<file path="src/rtl/hc_dec_arbiter.sv">
// hc_decode: Hamming(7,4) single-error-correcting decoder, purely combinational.
// Ports: i_code[7:1] codeword (parity at positions 1,2,4; data at 3,5,6,7),
//        o_data[4:1] corrected nibble {c7,c6,c5,c3}, o_err high when the syndrome is non-zero.
module hc_decode (
  input  logic [7:1] i_code,
  output logic [4:1] o_data,
  output logic       o_err
);

  logic [2:0] syn;
  logic [7:1] fixed;

  always_comb begin
    // Each syndrome bit covers the positions whose index has that bit set,
    // so the syndrome value is the position of a single flipped bit.
    syn[0] = ^{i_code[1], i_code[3], i_code[5], i_code[7]};
    syn[1] = ^{i_code[2], i_code[3], i_code[6], i_code[7]};
    syn[2] = ^{i_code[4], i_code[5], i_code[6], i_code[7]};
    fixed  = i_code;
    for (int b = 1; b <= 7; b++) begin
      if (syn == 3'(b)) begin
        fixed[b] = ~i_code[b];
      end
    end
    o_err  = |syn;
    o_data = {fixed[7], fixed[6], fixed[5], fixed[3]};
  end

endmodule

// hc_dec_arbiter: round-robin share of one hc_decode between two requesters.
// Latency: one cycle from accept edge to o_valid; one word per cycle while i_ready=1.
// Backpressure: o_valid && !i_ready stalls; no requester is readied and arbitration/counters hold.
// Ports: i_req_valid/i_req_data_0/1 and o_req_ready form the request handshake;
//        o_valid/i_ready/o_dec_data/o_err_flag/o_id form the result handshake;
//        i_clr_cnt clears o_err_cnt_0/1 (saturating per-requester error counts).
module hc_dec_arbiter #(
  parameter int CNT_W = 8
) (
  input  logic             i_clk,
  input  logic             i_rst_n,
  input  logic [1:0]       i_req_valid,
  input  logic [7:1]       i_req_data_0,
  input  logic [7:1]       i_req_data_1,
  output logic [1:0]       o_req_ready,
  output logic             o_valid,
  input  logic             i_ready,
  output logic [4:1]       o_dec_data,
  output logic             o_err_flag,
  output logic             o_id,
  input  logic             i_clr_cnt,
  output logic [CNT_W-1:0] o_err_cnt_0,
  output logic [CNT_W-1:0] o_err_cnt_1
);

  localparam logic [CNT_W-1:0] CNT_MAX = {CNT_W{1'b1}};

  // Registered state and next-state
  logic             valid_q, valid_d;
  logic [4:1]       data_q,  data_d;
  logic             err_q,   err_d;
  logic             id_q,    id_d;
  logic             last_q,  last_d;
  logic [CNT_W-1:0] cnt0_q,  cnt0_d;
  logic [CNT_W-1:0] cnt1_q,  cnt1_d;

  // Arbitration and datapath
  logic       gnt_vld;
  logic       gnt_id;
  logic       can_accept;
  logic       xfer;
  logic [7:1] dec_code;
  logic [4:1] dec_data;
  logic       dec_err;

  always_comb begin
    gnt_vld = 1'b0;
    gnt_id  = 1'b0;
    unique case (i_req_valid)
      2'b01:   begin gnt_vld = 1'b1; gnt_id = 1'b0;    end
      2'b10:   begin gnt_vld = 1'b1; gnt_id = 1'b1;    end
      2'b11:   begin gnt_vld = 1'b1; gnt_id = ~last_q; end
      default: begin gnt_vld = 1'b0; gnt_id = 1'b0;    end
    endcase
  end

  assign dec_code = gnt_id ? i_req_data_1 : i_req_data_0;

  hc_decode u_dec (
    .i_code (dec_code),
    .o_data (dec_data),
    .o_err  (dec_err)
  );

  assign can_accept = ~valid_q | i_ready;
  // Reset gating keeps ready low while the block is held in reset.
  assign xfer        = i_rst_n & can_accept & gnt_vld;
  assign o_req_ready = xfer ? (gnt_id ? 2'b10 : 2'b01) : 2'b00;

  always_comb begin
    valid_d = valid_q;
    data_d  = data_q;
    err_d   = err_q;
    id_d    = id_q;
    last_d  = last_q;
    cnt0_d  = cnt0_q;
    cnt1_d  = cnt1_q;

    if (xfer) begin
      valid_d = 1'b1;
      data_d  = dec_data;
      err_d   = dec_err;
      id_d    = gnt_id;
      last_d  = gnt_id;
      if (dec_err) begin
        if (gnt_id) begin
          cnt1_d = (cnt1_q == CNT_MAX) ? cnt1_q : cnt1_q + 1'b1;
        end else begin
          cnt0_d = (cnt0_q == CNT_MAX) ? cnt0_q : cnt0_q + 1'b1;
        end
      end
    end else if (i_ready) begin
      // Drain only: data fields keep their last value.
      valid_d = 1'b0;
    end

    // Clear wins over a same-cycle increment.
    if (i_clr_cnt) begin
      cnt0_d = '0;
      cnt1_d = '0;
    end
  end

  always_ff @(posedge i_clk or negedge i_rst_n) begin
    if (!i_rst_n) begin
      valid_q <= 1'b0;
      data_q  <= '0;
      err_q   <= 1'b0;
      id_q    <= 1'b0;
      last_q  <= 1'b1;  // requester 0 wins the first contention
      cnt0_q  <= '0;
      cnt1_q  <= '0;
    end else begin
      valid_q <= valid_d;
      data_q  <= data_d;
      err_q   <= err_d;
      id_q    <= id_d;
      last_q  <= last_d;
      cnt0_q  <= cnt0_d;
      cnt1_q  <= cnt1_d;
    end
  end

  assign o_valid     = valid_q;
  assign o_dec_data  = data_q;
  assign o_err_flag  = err_q;
  assign o_id        = id_q;
  assign o_err_cnt_0 = cnt0_q;
  assign o_err_cnt_1 = cnt1_q;

endmodule

</file>
<file path="config.mk">
export PLATFORM = sky130hd
export DESIGN_NAME = hc_dec_arbiter
export DESIGN_NICKNAME = d
export VERILOG_FILES = /design/src/rtl/hc_dec_arbiter.sv
export SDC_FILE = /design/constraint.sdc
export NUM_CORES = 1
export LEC_CHECK = 0
export CAP_MARGIN = 20
export CORE_MARGIN = 1
export CORE_UTILIZATION = 30
export DETAILED_ROUTE_END_ITERATION = 7
export PLACE_DENSITY = 0.61
export SYNTH_ARGS = -nofsm -noshare
export SYNTH_HDL_FRONTEND = slang
export SYNTH_HIERARCHICAL = 1
export SYNTH_SLANG_ARGS = --single-unit
</file>
<file path="constraint.sdc">
create_clock -name i_clk -period 4 [get_ports i_clk]
set_clock_uncertainty 0.05 [all_clocks]
set_input_delay 0.8 -clock i_clk [delete_from_list [all_inputs] [get_ports i_clk]]
set_output_delay 0.8 -clock i_clk [all_outputs]
set_load 0.03 [all_outputs]
</file>
==> impl_metrics.tcl, run 1 <==
set metrics [dict create \
    leakagePower_nw 0.834 \
    fmax_mhz 276 \
    reg2reg_from "last_q" \
    crit_fanout 9 \
    cap_violations 0 \
    drc 0 \
    p_int_uw 507 \
    num_rows 26 \
    cts_hold_buf 0 \
    synth.cell_area_sq_mm 0.00163 \
    syn_avg_cell_area_sq_um 10.1 \
    grt_util_met1_pct 18.5 \
    worstSkewPairLatency_ns 0.27 \
    wl_per_cell_um 13.0 \
    holdPathEnd "o_dec_data[2]" \
    grt_pass1_wl_um 6220 \
    antenna_found_initial 0 \
    synth_nets 184 \
    coreArea_sq_mm 0.00517 \
    port_buffers 44 \
    htreeDepth 1 \
    outcome "completed" \
    grt_max_degree 20 \
    drtAntennaViolNets 0 \
    r2r_cells 9 \
    startpoint_type "primary input" \
    die_height_um 75.8 \
    cts_root_buf "clkbuf_8" \
    fillCellCount 512 \
    use_met2_pct 24.0 \
    finalCritPeriodShare_pct 90.4 \
    cp.arrival_ns 3.72 \
    synth_ff_type "dfrtp_1" \
    cp-startpoint "i_req_valid[1]" \
    p_sw_share_pct 33.7 \
    start_util_pct 31.6 \
    async_reset_ff_share_pct 100 \
    powerDensity_mw_per_mm2 342 \
    r2r_end "o_err_cnt_0[5]" \
    cts_resized 0 \
    yosysSeqAreaShare_pct 36.9 \
    syn_to_final_growth_pct 36.8 \
    io_pins 45 \
    cts_tree "yes" \
    clk_pin_slew_ns 0.09 \
    gp_congestion 0.823 \
    seqPwrFrac_pct 38.1 \
    synth_edf_count 0 \
    numCtsBuffers 3 \
    p_sw_uw 257 \
    totalWireLength_um 3680 \
    p_comb_share_pct 40.2 \
    finish.instance_area_sq_mm 0.00223 \
    grt_use_met3_pct 2.78 \
    worst_ep_required_time_ns 4.10 \
    slew_headroom_pct 50.3 \
    drt-pass1-iter-count 4 \
    place_area_sq_mm 0.00218 \
    synth_seq_cells 24 \
    grt-ovfl-total 0 \
    layout-drive-gt1-share_pct 20.8 \
    place_hpwl_um 2750 \
    ir_drop_v 0.000212 \
    nNetsFinal 235 \
    report.final.slew_viol_count 0 \
    min_path_cells 1 \
    rsz0062_at_grt "false" \
    dieArea_sq_mm 0.00574 \
    clock_sinks 24 \
    grt_use_total_pct 14.0 \
    clock_power_share_pct 21.7 \
    postCtsSetupRepairBufs 0 \
    vias_per_cell 4.92 \
    worstSetupPathType "in -> reg" \
    ys_types 44 \
    fin_crit_ns 3.62 \
    grt_pass1_vias 1355 \
    grt.busiest_layer "met2" \
    tns_ns 0 \
    setup.worst_path.end_class "flop" \
    syn-instance-count 162 \
    r2r_setup_slack_ns 1.03 \
    finalHoldViolCount 0 \
    cts_buffer_depth 2 \
    antenna_cells 0 \
    yosysWarnings 6 \
    hp-start "o_dec_data[2]" \
    min_path_type "reg -> reg" \
    finalSetupViolCount 0 \
    vias 1387 \
    die_w_um 75.8 \
    dr.first_iter.drc_count 41 \
    worst_pin_slew_ns 0.742 \
]
cell usage after synthesis (2+ instances only):
library cell | number | area (sq um)
clkbuf_1 | 2 | 7.51
buf_2 | 2 | 10.0
mux2_2 | 13 | 146
xnor2_1 | 5 | 43.8
nor2b_1 | 4 | 25.0
nand3_1 | 11 | 55.1
nand2_1 | 7 | 26.3
o31ai_1 | 6 | 45.0
mux2_1 | 3 | 33.8
ha_1 | 2 | 25.0
nand2b_1 | 2 | 12.5
nor2_1 | 8 | 30.0
inv_1 | 4 | 15.0
o21ai_0 | 8 | 40.0
a21oi_1 | 19 | 95.1
buf_6 | 3 | 33.8
or4_1 | 7 | 52.6
or3b_1 | 2 | 17.5
xor2_2 | 2 | 32.5
or3_1 | 3 | 18.8
xor2_1 | 2 | 17.5
o41ai_1 | 3 | 26.3
dfrtp_1 | 23 | 576
worst max-delay path, cell delays in order:
cell	delay (ns)
clkdlybuf4s50_1	0.49
a21boi_4	0.31
mux2_2	0.45
xor2_2	0.21
xnor2_2	0.17
nand2b_1	0.13
and2_2	0.18
o2111ai_2	0.24
nor4_1	0.37
mux2_1	0.35
power groups by stage:
| stage | clock network (mW) | registers (mW) | logic, mW |
|---|---|---|---|
| finish | 0.165 | 0.291 | 0.307 |
| global route | 0.186 | 0.296 | 0.331 |
| CTS | 0.177 | 0.292 | 0.311 |
| detailed placement | 0 | 0.297 | 0.308 |
| global placement | 0 | 0.297 | 0.307 |
| floorplan | 0 | 0.347 | 0.135 |
flip-flops by register name, summed over array words and instances (netlist names):
signal	flops
o_id	1
o_valid	1
o_err_cnt_1	8
o_err_flag	1
o_dec_data	4
last_q	1
o_err_cnt_0	8
per-stage QoR:
step / power (mW) / std cells / worst slack [ns] / util [%] / hold slack [ns]
finish: 0.764 / 282 / 0.382 / 43.2 / 0.457
global route: 0.812 / 282 / 0.166 / 43.2 / 0.480
CTS: 0.780 / 282 / 0.344 / 43.2 / 0.466
detailed placement: 0.605 / 278 / 0.0841 / 42.1 / 0.446
global placement: 0.604 / 278 / 0.167 / 42.1 / 0.443
floorplan: 0.483 / 162 / 0.483 / - / 0.454
placed cells by master (no fill, tap or decap), types with 2 or more instances in the layout:
| cell type | count |
|---|---|
| xnor2_1 | 5 |
| xor2_1 | 2 |
| or4_1 | 7 |
| o21ai_0 | 8 |
| mux2_1 | 3 |
| nor2b_1 | 4 |
| nand3_1 | 11 |
| inv_1 | 4 |
| nor2_1 | 8 |
| o41ai_1 | 3 |
| mux2_2 | 13 |
| clkdlybuf4s50_1 | 43 |
| nand2_1 | 7 |
| o31ai_1 | 6 |
| xor2_2 | 2 |
| clkbuf_8 | 4 |
| ha_1 | 2 |
| buf_4 | 11 |
| a21oi_1 | 19 |
| dfrtp_1 | 23 |
| or3_1 | 3 |
| or3b_1 | 2 |
| nand2b_1 | 2 |
layer usage:
| metal | vias to the layer above | share of wire (%) |
|---|---|---|
| met5 | - | 0 |
| met4 | 0 | 0.46 |
| met3 | 2 | 3.5 |
| met2 | 28 | 49 |
| met1 | 658 | 47 |
| li1 | 699 | - |
how the worst max path moves through the flow:
stage	to	slack (ns)
2_1_floorplan	o_err_cnt_0[5]	0.48
3_3_place_gp	o_err_cnt_0[5]	0.17
3_5_place_dp	o_err_cnt_0[5]	0.08
4_1_cts	o_err_cnt_0[5]	0.34
5_1_grt	o_err_cnt_0[5]	0.17
6_report	o_err_cnt_0[5]	0.38
layout make-up:
type                    count  area (sq um)  area share (%)
clock buffers               4          55.1            2.46
repair buffers             54           513            23.0
flip-flops and latches     24           602            26.9
well taps                  70          87.6            3.92
inverters                   4          15.0           0.672
multi-input cells         126           961            43.0
kinds of logic (layout without fill, tap and decap cells):
kind of cell	after synthesis	in the layout	synth area share, %
multiplexers	16	16	11.0
buffers and inverters	12	62	4.29
adder cells (fa/ha/maj)	2	2	1.53
AO/OA/AOI/OAI	41	41	16.3
AND/OR/NAND/NOR	57	57	23.2
XOR/XNOR	10	10	6.74
flip-flops	24	24	36.9
No activity file was read; power rests on OpenSTA's default activity.
==> inputs of run 2 (changes only) <==
--- a/config.mk
+++ b/config.mk
@@ -5,11 +5,13 @@
 export SDC_FILE = /design/constraint.sdc
 export NUM_CORES = 1
 export LEC_CHECK = 0
+export ABC_AREA = 1
 export CAP_MARGIN = 20
 export CORE_MARGIN = 1
 export CORE_UTILIZATION = 30
 export DETAILED_ROUTE_END_ITERATION = 7
-export PLACE_DENSITY = 0.61
+export PLACE_DENSITY = 0.6
+export RECOVER_POWER = 100
 export SYNTH_ARGS = -nofsm -noshare
 export SYNTH_HDL_FRONTEND = slang
 export SYNTH_HIERARCHICAL = 1
==> run 2 against run 1 <==
  * Clock-buffer cell count is the same
  * Via count up 35%
  * Register-to-register slack improved by 0.19 ns
  * Critical path type is now in -> out
==> impl_metrics.tcl, run 2 <==
set metrics [dict create \
    drt-pass1-iter-count 4 \
    outcome "completed" \
    worstSetupPathType "in -> out" \
    r2r_cells 18 \
    clock_sinks 24 \
    gp_congestion 0.926 \
    finalSetupViolCount 0 \
    grt_pass1_vias 1748 \
    cts_hold_buf 0 \
    min_path_cells 2 \
    vias_per_cell 4.48 \
    io_pins 45 \
    clk_pin_slew_ns 0.09 \
    setup.worst_path.end_class "output pin" \
    cts_buffer_depth 2 \
    grt_pass1_wl_um 7750 \
    drtAntennaViolNets 0 \
    leakagePower_nw 1.26 \
    worst_ep_required_time_ns 3.15 \
    syn-instance-count 297 \
    synth_edf_count 0 \
    rsz0062_at_grt "false" \
    min_path_type "reg -> reg" \
    dieArea_sq_mm 0.00658 \
    tns_ns 0 \
    yosysMostFrequentCell "nand2_1" \
    dr.first_iter.drc_count 74 \
    yosysSeqAreaShare_pct 32.0 \
    cts_resized 0 \
    yosys.area.top_type_share_pct 31.8 \
    antenna_found_initial 0 \
    hold_ws_ns 0.435 \
    grt-ovfl-total 0 \
    layout_common_cells "nand2_1 (163), nor2_1 (27), dlygate4sd3_1 (25)" \
    layout-drive-gt1-share_pct 9.65 \
    startpoint_type "primary input" \
    grt_use_total_pct 15.1 \
    fmax_mhz 292 \
    coreArea_sq_mm 0.00599 \
    synth_common_cells "nand2_1 (159), nor2_1 (27), dfrtp_1 (23)" \
    finalHoldViolCount 0 \
    syn_avg_cell_area_sq_um 6.33 \
    cts_root_buf "clkbuf_8" \
    syn_to_final_growth_pct 27.6 \
    drc 0 \
    worst_pin_slew_ns 1.43 \
    slew_headroom_pct 4.71 \
    ir_drop_v 0.000191 \
    antenna_cells 0 \
    final_common_cell "nand2_1" \
    worstSkewPairLatency_ns 0.27 \
    synth.cell_area_sq_mm 0.00188 \
    postCtsSetupRepairBufs 0 \
    cap_violations 0 \
    num_rows 28 \
    numCtsBuffers 3 \
    cp.arrival_ns 2.57 \
    htreeDepth 1 \
    nNetsFinal 365 \
    report.final.slew_viol_count 0 \
    start_util_pct 31.4 \
    port_buffers 44 \
    yosysWarnings 6 \
    wl_per_cell_um 10.9 \
    vias 1868 \
    totalWireLength_um 4570 \
    finalCritPeriodShare_pct 85.6 \
    die_w_um 81.1 \
    synth_seq_cells 24 \
    grt_max_degree 25 \
    async_reset_ff_share_pct 100 \
    die_height_um 81.1 \
    cts_tree "yes" \
    ys_types 27 \
    powerDensity_mw_per_mm2 316 \
    crit_fanout 17 \
    synth_ff_type "dfrtp_1" \
    ys_top_cells_by_area "nand2_1 (32%), dfrtp_1 (31%), nor2_1 (5.4%), nand2_2 (4.0%), inv_1 (3.6%)" \
    place_hpwl_um 3390 \
    synth_nets 319 \
    yosys.area.top_type "nand2_1" \
    fin_crit_ns 3.42 \
]
run 2: cell families after synthesis:
group | synth area share (%)
AO/OA/AOI/OAI | 3.86
XOR/XNOR | 1.86
adder cells (fa/ha/maj) | 1.33
buffers and inverters | 6.19
flip-flops | 32.0
AND/OR/NAND/NOR | 54.7
run 2: layout make-up:
class                      instances  area, sq um
inverter                          25         96.3
clock buffer                       4         45.0
timing repair buffer              45          432
fill                             652         3590
tap                               75         93.8
multi-input combinational        244         1130
sequential                        24          602
run 2: power by group:
group / leakage, nW / switching (mW) / internal, mW
Clock: 0.0228 / 0.0809 / 0.0713
Sequential: 0.316 / 0.0243 / 0.271
Combinational: 0.919 / 0.202 / 0.107
Total: 1.26 / 0.307 / 0.450
run 2: worst max-delay path, cell delays in order:
cell           delay [ns]
dlygate4sd3_1        0.55
inv_1                0.04
nand2_1              0.06
nand3_1              0.50
nor2_1               0.27
clkbuf_1             0.35
run 2: per-layer routing:
metal / GRT usage [%] / up-vias / wire, um
met4: 2.14 / 0 / 17
met1: 19.3 / 842 / 2270
met5: 0 / - / 0
li1: - / 991 / -
met2: 27.0 / 33 / 2130
met3: 2.70 / 2 / 155
run 2: path summary, 6_finish.rpt:
path,to,from,slack [ns]
setup / recovery,o_req_ready[1],i_req_valid[0],0.58
hold / removal,o_dec_data[4],o_dec_data[4],0.44
setup reg to reg,o_err_cnt_0[3],last_q,1.22
hold reg to reg,o_dec_data[4],o_dec_data[4],0.44
max in group asynchronous,o_err_cnt_1[7],i_rst_n,1.67
min in group asynchronous,o_err_cnt_0[0],i_rst_n,1.40
run 2: stage by stage:
step | power [mW] | utilization (%) | setup WS [ns] | std cells | instance area, sq um
after floorplan | 0.512 | - | 1.51 | 297 | 1880
after global placement | 0.626 | 40.0 | 0.719 | 413 | 2400
after detailed placement | 0.628 | 40.0 | 0.635 | 413 | 2400
after CTS | 0.786 | 40.7 | 0.909 | 417 | 2440
after global routing | 0.814 | 40.0 | 0.321 | 417 | 2400
final | 0.757 | 40.0 | 0.578 | 417 | 2400
==> inputs of run 3 (changes only) <==
--- a/config.mk
+++ b/config.mk
@@ -5,12 +5,11 @@
 export SDC_FILE = /design/constraint.sdc
 export NUM_CORES = 1
 export LEC_CHECK = 0
-export ABC_AREA = 1
 export CAP_MARGIN = 20
 export CORE_MARGIN = 1
-export CORE_UTILIZATION = 30
+export CORE_UTILIZATION = 40
 export DETAILED_ROUTE_END_ITERATION = 7
-export PLACE_DENSITY = 0.6
+export PLACE_DENSITY = 0.75
 export RECOVER_POWER = 100
 export SYNTH_ARGS = -nofsm -noshare
 export SYNTH_HDL_FRONTEND = slang
==> run 3 against run 2 <==
  * Combinational power shrank 6.5%
  * Register-to-register slack lost 0.28 ns
  * Core utilization grew 17 points
==> impl_metrics.tcl, run 3 (same netlist as run 1, synthesis figures left out) <==
set metrics [dict create \
    seqPwrFrac_pct 36.5 \
    cts_tree "yes" \
    vias_per_cell 5.50 \
    r2r_end "o_err_cnt_0[6]" \
    fmax_mhz 270 \
    r2r_cells 9 \
    r2r_setup_slack_ns 0.94 \
    p_sw_uw 256 \
    rsz0062_at_grt "false" \
    power_uw 792 \
    antenna_cells 0 \
    totalWireLength_um 3680 \
    drt-pass1-iter-count 4 \
    startpoint_type "primary input" \
    place_area_sq_mm 0.00214 \
    wl_per_cell_um 14.2 \
    coreArea_sq_mm 0.00380 \
    crit_fanout 9 \
    final_common_cell "dlygate4sd3_1" \
    min_path_cells 1 \
    slew_headroom_pct 54.3 \
    grt_use_met3_pct 3.79 \
    num_rows 22 \
    syn_to_final_growth_pct 33.6 \
    finish.instance_area_sq_mm 0.00218 \
    cp.arrival_ns 3.84 \
    vias 1425 \
    holdPathEnd "o_dec_data[1]" \
    report.final.slew_viol_count 0 \
    powerDensity_mw_per_mm2 363 \
    grt.busiest_layer "met2" \
    worstSkewPairLatency_ns 0.27 \
    ir_drop_v 0.000422 \
    setup.worst_path.end_class "flop" \
    grt_use_total_pct 18.6 \
    die_height_um 65.9 \
    cts_root_buf "clkbuf_8" \
    start_util_pct 43.0 \
    worst_ep_required_time_ns 4.13 \
    layout_common_cells "dlygate4sd3_1 (25), dfrtp_1 (23), a21oi_1 (19)" \
    htreeDepth 1 \
    grt_util_met1_pct 23.9 \
    min_path_type "reg -> reg" \
    tns_ns 0 \
    grt_pass1_wl_um 6290 \
    io_pins 45 \
    antenna_found_initial 0 \
    finalHoldViolCount 0 \
    grt-ovfl-total 0 \
    p_sw_share_pct 32.3 \
    finalCritPeriodShare_pct 92.8 \
    postCtsSetupRepairBufs 0 \
    clock_power_share_pct 27.0 \
    p_comb_share_pct 36.5 \
    worst_pin_slew_ns 0.684 \
    cts_hold_buf 0 \
    grt_pass1_vias 1397 \
    cap_violations 0 \
    cts_resized 0 \
    place_hpwl_um 2720 \
    gp_congestion 0.759 \
    hp-start "o_dec_data[1]" \
    leakagePower_nw 0.883 \
    layout-drive-gt1-share_pct 17.5 \
    drtAntennaViolNets 0 \
    clk_pin_slew_ns 0.10 \
    p_int_uw 536 \
    fin_crit_ns 3.71 \
    nNetsFinal 234 \
    die_w_um 65.9 \
    hold_ws_ns 0.458 \
    outcome "completed" \
    cts_buffer_depth 2 \
    numCtsBuffers 3 \
    use_met2_pct 32.3 \
    dr.first_iter.drc_count 82 \
    placedCellCount 255 \
    port_buffers 44 \
    grt_max_degree 20 \
    instances_no_fill 259 \
    reg2reg_from "last_q" \
    clock_sinks 24 \
    dieArea_sq_mm 0.00434 \
    finalSetupViolCount 0 \
    drc 0 \
    worstSetupPathType "in -> reg" \
]
## run 3: cell count changes in the layout (fill, tap and decap cells not counted), sizes merged, moves of 4 or more
cell,before,now
nor2,33,8
nand2,176,8
inv,25,4
xnor2,2,6
mux2,0,16
nor2b,0,4
a21oi,1,19
o21bai,5,0
o31ai,0,6
buf,0,7
o21ai,3,9
or4,0,7
## run 3: worst max-delay path by stage
stage / start / endpoint / cells past startpoint
4_1_cts: i_req_valid[1] / o_err_cnt_0[6] / 10
3_5_place_dp: i_req_valid[1] / o_err_cnt_0[6] / 10
6_report: i_req_valid[1] / o_err_cnt_0[6] / 10
5_1_grt: i_req_valid[1] / o_err_cnt_0[6] / 10
3_3_place_gp: i_req_valid[1] / o_err_cnt_0[5] / 11
2_1_floorplan: i_req_valid[1] / o_err_cnt_0[5] / 11
## run 3: worst max-delay path: stages
cell and delay, ns:
clkdlybuf4s50_1 0.50, a21boi_4 0.31, mux2_1 0.46, xor2_1 0.29, xnor2_2 0.15, nand2b_1 0.13, and2_2 0.18, o2111ai_2 0.26
or4_1 0.57, a21oi_1 0.19
## run 3: area by class of cell
cell class	instances	area, sq um
inverters	4	15.0
fillers	359	1620
flip-flops and latches	24	602
clock inverters	1	30.0
well taps	48	60.1
clock buffers	3	41.3
multi-input cells	126	938
repair buffers	53	494
## run 3: power groups by stage
stage | clock network (mW) | registers (mW) | logic (mW)
after floorplan | 0 | 0.347 | 0.135
after global placement | 0 | 0.296 | 0.304
after detailed placement | 0 | 0.295 | 0.306
after CTS | 0.221 | 0.291 | 0.307
after global routing | 0.230 | 0.295 | 0.312
final | 0.214 | 0.289 | 0.289
## run 3: stage by stage
step	utilization [%]	worst slack, ns
final	57.4	0.290
after global routing	57.4	0.103
after CTS	58.3	0.368
after detailed placement	56.4	0.0783
after global placement	56.4	0.151
after floorplan	-	0.483
## run 3: layer usage
| metal | vias up | wire [um] |
|---|---|---|
| met1 | 688 | 1780 |
| met2 | 30 | 1760 |
| met3 | 2 | 114 |
| li1 | 705 | - |
| met4 | 0 | 19 |
| met5 | - | 0 |
